## config.mk

```make
export PLATFORM = sky130hd
export DESIGN_NAME = firebird7_in_gate1_tessent_tdr_mux_ctrl
export DESIGN_NICKNAME = d
export VERILOG_FILES = /design/src/rtl/firebird7_in_gate1_tessent_tdr_mux_ctrl.sv
export SDC_FILE = /design/constraint.sdc
export NUM_CORES = 1
export LEC_CHECK = 0
export CAP_MARGIN = 20
export CORE_AREA = 2 2 39 41
export CTS_CLUSTER_SIZE = 24
export DETAILED_ROUTE_END_ITERATION = 6
export DIE_AREA = 0 0 41 43
export PLACE_DENSITY = 0.63
export SYNTH_ARGS = -nofsm -noshare
export SYNTH_HDL_FRONTEND = slang
export SYNTH_SLANG_ARGS = --single-unit
```

## constraint.sdc

```tcl
create_clock -name ijtag_tck -period 0.95 [get_ports ijtag_tck]
set_input_delay 0.1425 -clock ijtag_tck [delete_from_list [all_inputs] [get_ports ijtag_tck]]
set_output_delay 0.1425 -clock ijtag_tck [all_outputs]
set_load 0.1 [all_outputs]
```

## src/rtl/firebird7_in_gate1_tessent_tdr_mux_ctrl.sv

```systemverilog
// IJTAG TDR controlling a downstream 3-bit data mux: a 4-bit shift register and a 4-bit update register.
// Optional macro FIREBIRD7_IN_GATE1_TDR_LEN_GUARD_EN: update is accepted only after exactly 4 shifts since capture.
module firebird7_in_gate1_tessent_tdr_mux_ctrl (
    input  logic       ijtag_tck,
    input  logic       ijtag_reset,
    input  logic       ijtag_sel,
    input  logic       ijtag_ce,
    input  logic       ijtag_se,
    input  logic       ijtag_ue,
    input  logic       ijtag_si,
    input  logic [2:0] data_obs_in,
    output logic       ijtag_so,
    output logic       ijtag_select,
    output logic [2:0] ijtag_data_out
);

    logic       cap;
    logic       sft;
    logic       upd;
    logic       upd_ok;
    logic [3:0] sr_q;
    logic [3:0] sr_d;
    logic [3:0] ur_q;
    logic [3:0] ur_d;

    assign cap = ijtag_sel & ijtag_ce;
    assign sft = ijtag_sel & ijtag_se;
    assign upd = ijtag_sel & ijtag_ue;

`ifdef FIREBIRD7_IN_GATE1_TDR_LEN_GUARD_EN
    logic [2:0] cnt_q;
    logic [2:0] cnt_d;

    // Counter follows the same cap > sft > upd priority as the data path.
    always_comb begin
        cnt_d = cnt_q;
        if (cap) begin
            cnt_d = 3'd0;
        end else if (sft) begin
            cnt_d = (cnt_q == 3'd7) ? 3'd7 : cnt_q + 3'd1;
        end else if (upd) begin
            cnt_d = 3'd0;
        end
    end

    assign upd_ok = (cnt_q == 3'd4);

    always_ff @(posedge ijtag_tck) begin
        if (ijtag_reset) begin
            cnt_q <= 3'd0;
        end else begin
            cnt_q <= cnt_d;
        end
    end
`else
    assign upd_ok = 1'b1;
`endif

    always_comb begin
        sr_d = sr_q;
        ur_d = ur_q;
        if (cap) begin
            sr_d = {ur_q[3], data_obs_in};
        end else if (sft) begin
            sr_d = {ijtag_si, sr_q[3:1]};
        end else if (upd && upd_ok) begin
            ur_d = sr_q;
        end
    end

    always_ff @(posedge ijtag_tck) begin
        if (ijtag_reset) begin
            sr_q <= 4'b0000;
            ur_q <= 4'b0000;
        end else begin
            sr_q <= sr_d;
            ur_q <= ur_d;
        end
    end

    assign ijtag_so       = sr_q[0];
    assign ijtag_select   = ur_q[3];
    assign ijtag_data_out = ur_q[2:0];

endmodule

```

Word-level counts from Yosys, hierarchy flattened
Cells that the tools add are included.
W data, S select, Z words.

word-level totals
  register bits after elaboration = 8
  input port bits = 10
  word-level logic and storage cells = 11

cells by class
  muxes and demuxes = 2
  bitwise operators = 5
  reduce and logical (&&, ||, !) cells = 2

operator list
  kind                count
  $mux W4             2
  $and A1 B1 Y1       3
  $reduce_and A3 Y1   1
  $not A1 Y1          2
  $reduce_bool A2 Y1  1

Longest topological paths before layout
  depth after elaboration = 3
  depth in mapped cells = 5
  depth with buffers taken out = 3

Worst setup path before layout
Ideal clock, no wire load.

  path kind = register to register
  start = register ur_q[3]
  end = register sr_q[3]
  library setup time = 0.086 ns
  arrival time = 1.335 ns
  data required time = 0.864 ns
  setup slack = -0.471 ns
  stages on the path, launching flop included = 3
  clock period less this slack = 1.421 ns
  cells stage by stage = dfxtp_1 -> mux2i_1 -> a211oi_1

on the way
  longest elaborated chain between the ends = 1

RTL lines
  what                      RTL line  text
  start: declaration        23        logic [3:0] ur_q;
  start signal: assignment  77        ur_q <= ur_d;
  $mux W4                   62        if (cap) begin
  end signal: assignment    76        sr_q <= sr_d;
  end: declaration          21        logic [3:0] sr_q;

Every way passes these cells.
A chain may end at the register's enable or synchronous reset.

Final worst setup path
  start = register sr_q[0]
  end = output port ijtag_so

RTL lines
  what              RTL line  text
  end: declaration  12        output logic ijtag_so,

No word-level cell between the ends.

==> impl_metrics.tcl <==
set metrics [dict create \
    vias_per_cell 4.281 \
    rows 14 \
    path_delay_family "flip-flops" \
    drive_above_1_share 0.3333 \
    synthCells 33 \
    cp_slowest_cell "dfxtp_4" \
    end_kind "output pin" \
    status "finished clean" \
    finalCritPeriodShare 0.9673 \
    track_usage 0.1055 \
    cts.sinks 8 \
    die_area_um2 1763 \
    dr_wl_met2_um 357 \
    slowest_delay_ns 0.36 \
    port_buffers 14 \
    reg2reg_from "sr_q[3]" \
    antenna_cells 0 \
    grt_overflow_total 0 \
    cp-start-kind "flip-flop" \
    r2r-end "sr_q[2]" \
    path_cells "buf_12" \
    wl_met3_um 86 \
    p_leak_nw 0.2237 \
    cap_violations 0 \
    placed_cells 61 \
    detailed_place_hpwl_um 597.8 \
    vdd_drop_max_v 0.0004851 \
    cts_tree "built" \
    routedLengthMet1_um 291 \
    rr_worst_depth 2 \
    die_w_um 41 \
    root_buffer "clkbuf_4" \
    min_period_ns 0.9189 \
    fp.coreArea_um2 1384 \
    drt_iter0_markers 0 \
    post_cts_buffers 0 \
    syn_nets 43 \
    clk_pin_slew_ns 0.05 \
    grt_max_degree 9 \
    place.gp.congestion 0.6098 \
    fin_cells 64 \
    synth.yosys.seq_area_share 0.4706 \
    clk_latency_ns 0.24 \
    skew_ns 0.003664 \
    cts_made_buffers 3 \
    powerDensity_nw_per_um2 1322 \
    cts_max_path_buffers 2 \
    fp.dieH_um 43 \
    routedWlPerCell_um 11.48 \
    slew_headroom 0.8125 \
    dp_slack_ns -0.4218 \
    grt_pass1_vias 311 \
    rsz0062_at_grt "yes" \
    start_util 0.2459 \
    finalHoldViolCount 0 \
    synth_cell_types 9 \
    r2r_slack_ns 0.19 \
    critPathBufInv 1 \
    fmax_mhz 1088 \
    synth_area_um2 340.3 \
    crit_arrival_ns 0.78 \
    whs_path_depth 3 \
    antenna_found_initial 0 \
    nets 60 \
    setup_ws_ns 0.03106 \
    synth_top_area_cell "dfxtp_1" \
    critPathMaxFanout 3 \
    htree_levels 1 \
    cts-hold-fix-buffers 0 \
    yosysTopAreaCellShare 0.4706 \
    synth.yosys.warnings 0 \
    top_layer "met3" \
    io_pins 15 \
    vias 274 \
    tightestPinTransition_ns 0.2804 \
    maxSlewViolCount 0 \
    min-delay-start "ijtag_se" \
    avgSynthCellArea_um2 10.31 \
    synth-seq-cells 8 \
    syn_to_final_growth_pct 68.01 \
    hold_end "sr_q[0]" \
    setup-violations-final 0 \
    hold_class "input pin to flip-flop" \
    critPathKind "flip-flop to output pin" \
    synthTopCellsByArea "dfxtp_1 47%, mux2i_1 24%, a211oi_1 8.8%" \
    grt_first_pass_wirelength_mm 1.221 \
    first_pass_iters 1 \
    cp.required_ns 0.81 \
    ant_nets 0 \
    drt-total-wl_um 735 \
    remaining_drc_errors 0 \
]
repair_timing:
item	CTS	global route
gates resized for setup	6	0
pin swaps	2	1
setup endpoints to repair	8	3
cell usage after synthesis:
cell type / n
dfxtp_1: 8
mux2i_1: 8
nor2_1: 8
a211oi_1: 4
and4bb_2: 1
buf_1: 1
buf_6: 1
clkbuf_2: 1
o21a_1: 1
cell usage in the layout (no fill, tap or decap):
cell type,count
clkdlybuf4s50_1,5
buf_12,5
dlygate4sd2_1,4
mux2i_1,8
nor2_1,8
a211oi_1,4
dfxtp_2,3
buf_4,1
dfxtp_4,2
clkbuf_4,3
dfxtp_1,3
and4bb_4,1
o21a_2,1
cell families after synthesis:
logic type,share of synthesized area
and+or+nand+nor,0.1250
muxes,0.2353
AOI/OAI and AO/OA,0.1103
buffers and inverters,0.05880
DFF,0.4706
routing by layer:
layer / global-route usage / vias up
met5: 0 / -
met4: 0.06000 / 0
met3: 0.03665 / 0
met2: 0.1688 / 10
met1: 0.1129 / 116
li1: - / 148
cell type report:
cell class	instances	area, um^2
repair buffers	15	192.7
clock buffers	3	22.52
well taps	16	20.02
multi-input cells	22	165.2
fillers	143	812.0
flip-flops and latches	8	171.4
sequential cells by signal, indices dropped and copies added, names as in the netlist:
register  cells
sr_q          4
ur_q          4
per-stage QoR:
step,cell area (um^2),power [W],utilization,hold WS (ns),TNS [ns]
floorplan,364.1,0.0004556,-,0.3725,-0.1961
CTS,571.8,0.0007733,0.4132,0.4300,0
finish,571.8,0.0007561,0.4132,0.4347,0
global route,571.8,0.0008097,0.4132,0.4623,-0.006246
detailed placement,549.3,0.0005207,0.3969,0.5095,-3.086
global placement,549.3,0.0005197,0.3969,0.5059,-2.951
report_power, final:
group | total (W) | leakage (nW) | internal, W | switching, W
sequential | 0.000362 | 0.0683 | 0.000348 | 0.0000136
clock | 0.000248 | 0.0138 | 0.000144 | 0.000104
combinational | 0.000146 | 0.142 | 0.0000730 | 0.0000735
total | 0.000756 | 0.224 | 0.000565 | 0.000191
worst max path at each step:
stage / from / endpoint / cells after the start / slack [ns]
CTS: sr_q[0] / ijtag_so / 1 / 0.02
global placement: ijtag_ce / ur_q[0] / 4 / -0.42
detailed placement: ijtag_ce / ur_q[0] / 4 / -0.42
floorplan: ijtag_ce / ur_q[3] / 5 / -0.05
global route: ur_q[3] / ijtag_select / 1 / -0.004
finish: sr_q[0] / ijtag_so / 1 / 0.03
Note: power is estimated with default switching activity, not from simulation.
==> RTL change 1, RTL diff (same settings) <==
Add a define of `FIREBIRD7_IN_GATE1_TDR_LEN_GUARD_EN`.
--- a/src/rtl/firebird7_in_gate1_tessent_tdr_mux_ctrl.sv
+++ b/src/rtl/firebird7_in_gate1_tessent_tdr_mux_ctrl.sv
@@ -2,2 +2,4 @@
 // Optional macro FIREBIRD7_IN_GATE1_TDR_LEN_GUARD_EN: update is accepted only after exactly 4 shifts since capture.
+`define FIREBIRD7_IN_GATE1_TDR_LEN_GUARD_EN
+
 module firebird7_in_gate1_tessent_tdr_mux_ctrl (
Behaviour: not the same (a bounded check fails within 4 cycles, from zero or initial values and one cycle with ijtag_reset high).
==> RTL change 1 against the unedited design <==
Combinational power up 49%. Routed wire length up 77%. Via count up 99%. Power is 35% higher. Critical path depth grew 5. Global-route usage up 6.1 points. The run now ends with setup timing left. Final area is 67% higher. Register-to-register slack got worse by 0.35 ns. Clock power grew 28%. Critical endpoint is now ur_q[3]. Sequential share of layout area fell by 5.7 points. Worst setup slack lost 0.19 ns. Sequential power up 35%. Area after synthesis rose by 61%. Sequential cell count grew 3.
==> RTL change 1: results (changes against the unedited design) <==
Status: finished, violations left
Failing checks: setup timing
Clk pin slew, worst setup/hold paths: 0.07 ns (+0.02 ns)
Met3 usage: 3.14% (-0.52 points)
Nets: 107 (+78%)
Vias: 544 (+99%)
Setup-failing EPs final: 6 (+6)
Synthesized flop and latch total: 11 (+3)
Vias in the first global route: 501 (+61%)
Worst-Skew Late Latency: 0.26 ns (+0.02 ns)
Grt met2 use: 24.7% (+7.8 points)
Biggest regs: sr_q: 4 flops, ur_q: 4 flops, cnt_q: 3 flops
Gp weighted congestion: 0.727 (+19%)
Hold Startpoint: ijtag_reset
Area contributors post-synth: dfxtp_1, nand2b_1, mux2i_1, nand2_1, a311oi_1
Post-Synth Adder-Cell Area: 4.57% (+4.6 points)
Met1 Track Usage GR: 21.2% (+9.9 points)
Seq. pwr: 488 µW (+35%)
DP Cell Count: 103 (+69%)
First-pass GRT wire length: 1960 µm (+60%)
CP Data Arrival Time: 1.30 ns (+0.52 ns)
Wire length on met3: 49 µm (-43%)
Beginning of the critical path: cnt_q[0]
Max VDD drop: 0.000590 V (+22%)
Post-Syn Nets: 75 (+74%)
Crit-path slowest cell: dfxtp_2
Delay-heaviest family, CP: flip-flops
Setup ws final: -0.163 ns (-0.194 ns)
Skew final: 0.00223 ns (-0.00144 ns)
Clk pwr share: 31.1% (-1.7 points)
First-pass DRT Iterations: 3 (+2)
Largest net degree at the start of global routing: 8 (-1)
Total track usage: 16.6% (+6.1 points)
HPWL after DPL: 893 µm (+49%)
Placement Cell Area: 862 µm² (+57%)
Pint: 751 µW (+33%)
Avg Cell Area, Syn: 8.70 µm² (-16%)
P_leak: 0.000373 µW (+67%)
Netlist cell types: 18 (+9)
Top Layer Used: met4
Setup TNS: -0.885 ns (-0.885 ns)
Crit-path max FO: 4 (+1)
Worst Tran Pin Value: 0.272 ns (-0.00864 ns)
M1 wire length: 590 µm (+100%)
Sequential share of power: 47.6% (-0.3 points)
Detailed Route WL: 1300 µm (+77%)
FILL cells: 117 (-18%)
Compound-cell area share of the yosys netlist: 13.2% (+2.2 points)
Mux share of post-synthesis cell area: 9.13% (-14 points)
Pre-CTS setup slack: -0.476 ns (-0.0539 ns)
Sequential share of the synthesized area: 40.2% (-6.9 points)
WL met2: 641 µm (+80%)
CP max stage delay: 0.33 ns (-0.03 ns)
-- RTL change 1: cell count changes after synthesis, moves of 4 or more --
cell and delta:
nand2_1 +12, o21ai_0 +4, nand2b_1 +10, nor2_1 -5
-- RTL change 1: final cells by class --
| cell class | count | area (µm²) | area share [%] |
|---|---|---|---|
| flip-flops and latches | 11 | 231 | 24.3 |
| inverters | 3 | 11.3 | 1.18 |
| clock buffers | 4 | 26.3 | 2.76 |
| repair buffers | 28 | 294 | 30.8 |
| well taps | 16 | 20.0 | 2.10 |
| multi-input cells | 48 | 370 | 38.8 |
-- RTL change 1: worst paths after layout --
check                           endpoint  cells past startpoint  slack [ns]
worst min register to register   ur_q[2]                      2        0.49
worst max register to register   ur_q[3]                      6       -0.16
worst min-delay path             sr_q[0]                      2        0.14
worst max-delay path             ur_q[3]                      6       -0.16
-- RTL change 1: repair_timing --
item | in CTS | in global routing
buffers inserted | 3 | 0
gates resized for setup | 10 | 6
pin swaps | 5 | 1
setup endpoints to repair | 13 | 13
==> RTL change 2, RTL diff (same settings) <==
Without the edit above. Take the reset off `ur_q` and load it in a clocked block of its own.
--- a/src/rtl/firebird7_in_gate1_tessent_tdr_mux_ctrl.sv
+++ b/src/rtl/firebird7_in_gate1_tessent_tdr_mux_ctrl.sv
@@ -73,7 +73,9 @@
             sr_q <= 4'b0000;
-            ur_q <= 4'b0000;
         end else begin
             sr_q <= sr_d;
-            ur_q <= ur_d;
         end
+    end
+
+    always_ff @(posedge ijtag_tck) begin
+        ur_q <= ur_d;
     end
Function: differs if ijtag_reset is asserted again (counterexample within 4 cycles, from zero or initial values and one cycle with ijtag_reset high); with ijtag_reset held inactive, the same outputs for 10 cycles.
==> RTL change 2 against the unedited design <==
The run now ends with setup timing left. Worst setup slack worse by 0.079 ns. Global-route usage shrank 1.9 points. Sequential cell count did not move. Power rose by 9.9%. Routed wire length down 23%. Final area is 2.8% higher. Area after synthesis shrank 5.9%. Sequential power grew 9.1%. Critical endpoint is now ijtag_select.
==> RTL change 2: results (changes against the unedited design) <==
Status: finished, violations left
Failing checks: setup timing
Layout area overhead: 83.6%
EDFF count, synth: 4 (+4)
Vias in the first global route: 269 (-14%)
Area contributors post-synth: edfxtp_1, dfxtp_1, mux2i_1, a211oi_1, nor2_1
Data buffer area share: 36.6% (+2.9 points)
Pint: 624 µW (+10%)
Setup-failing EPs final: 4 (+4)
Primary FF master, synth: edfxtp_1
Synth cell count leaders: a211oi_1, dfxtp_1, edfxtp_1, mux2i_1, nor2_1
Compound-cell area share of the yosys netlist: 14.1% (+3.0 points)
Wire length on met3: 19 µm (-78%)
Worst r2r path cells: 3 (+1)
Total track usage: 8.70% (-1.9 points)
Crit-path max FO: 2 (-1)
Clock-cell share: 4.47% (+0.53 points)
Sequential share of power: 47.5% (-0.4 points)
Worst reg2reg path startpoint: ur_q[3]
First-pass GRT wire length: 1040 µm (-15%)
Setup ws final: -0.0476 ns (-0.0787 ns)
WL met2: 324 µm (-9.2%)
Worst R2R Setup Slack: 0.03 ns (-0.16 ns)
Sequential share of the synthesized area: 62.5% (+15 points)
Multi-input gate share of the layout cell area: 20.9% (-8.0 points)
Relative slew slack: 84.8% (+3.5 points)
First-pass DRT Iterations: 4 (+3)
Met1 Track Usage GR: 10.5% (-0.76 points)
Iteration-0 DRC Markers: 4 (+4)
Post-Syn Nets: 34 (-21%)
Gp weighted congestion: 0.711 (+17%)
Nets: 56 (-6.7%)
Avg Vias per Cell: 4.28 (about the same)
Mux share of post-synthesis cell area: 12.5% (-11 points)
CP Data Arrival Time: 0.86 ns (+0.08 ns)
Min-Delay Path Depth: 2 (-1)
M1 wire length: 221 µm (-24%)
## RTL change 2: cell count changes after synthesis
cell and delta:
dfxtp_1 -4, edfxtp_1 +4, mux2i_1 -4, nor2_1 -4, and4bb_2 -1, buf_1 -1, clkbuf_2 -1, nand2_1 +1
nor3_1 +1, o21a_1 -1, o21a_4 +1
## RTL change 2: worst paths after layout
check                 endpoint
setup / recovery  ijtag_select
setup reg to reg       sr_q[3]
hold reg to reg        ur_q[1]
hold / removal         ur_q[0]
## RTL change 2: per-stage QoR
| step | power [µW] | utilization (%) |
|---|---|---|
| 2_1_floorplan | 492 | - |
| 3_3_place_gp | 575 | 39.8 |
| 3_5_place_dp | 577 | 39.8 |
| 4_1_cts | 840 | 42.5 |
| 5_1_grt | 879 | 42.5 |
| 6_report | 831 | 42.5 |
## RTL change 2: what timing repair did
| item | CTS | global route |
|---|---|---|
| endpoints found under the setup margin | 12 | 5 |
| pin swaps | 2 | 1 |
| setup buffers | 1 | 0 |
| resized for setup | 6 | 0 |
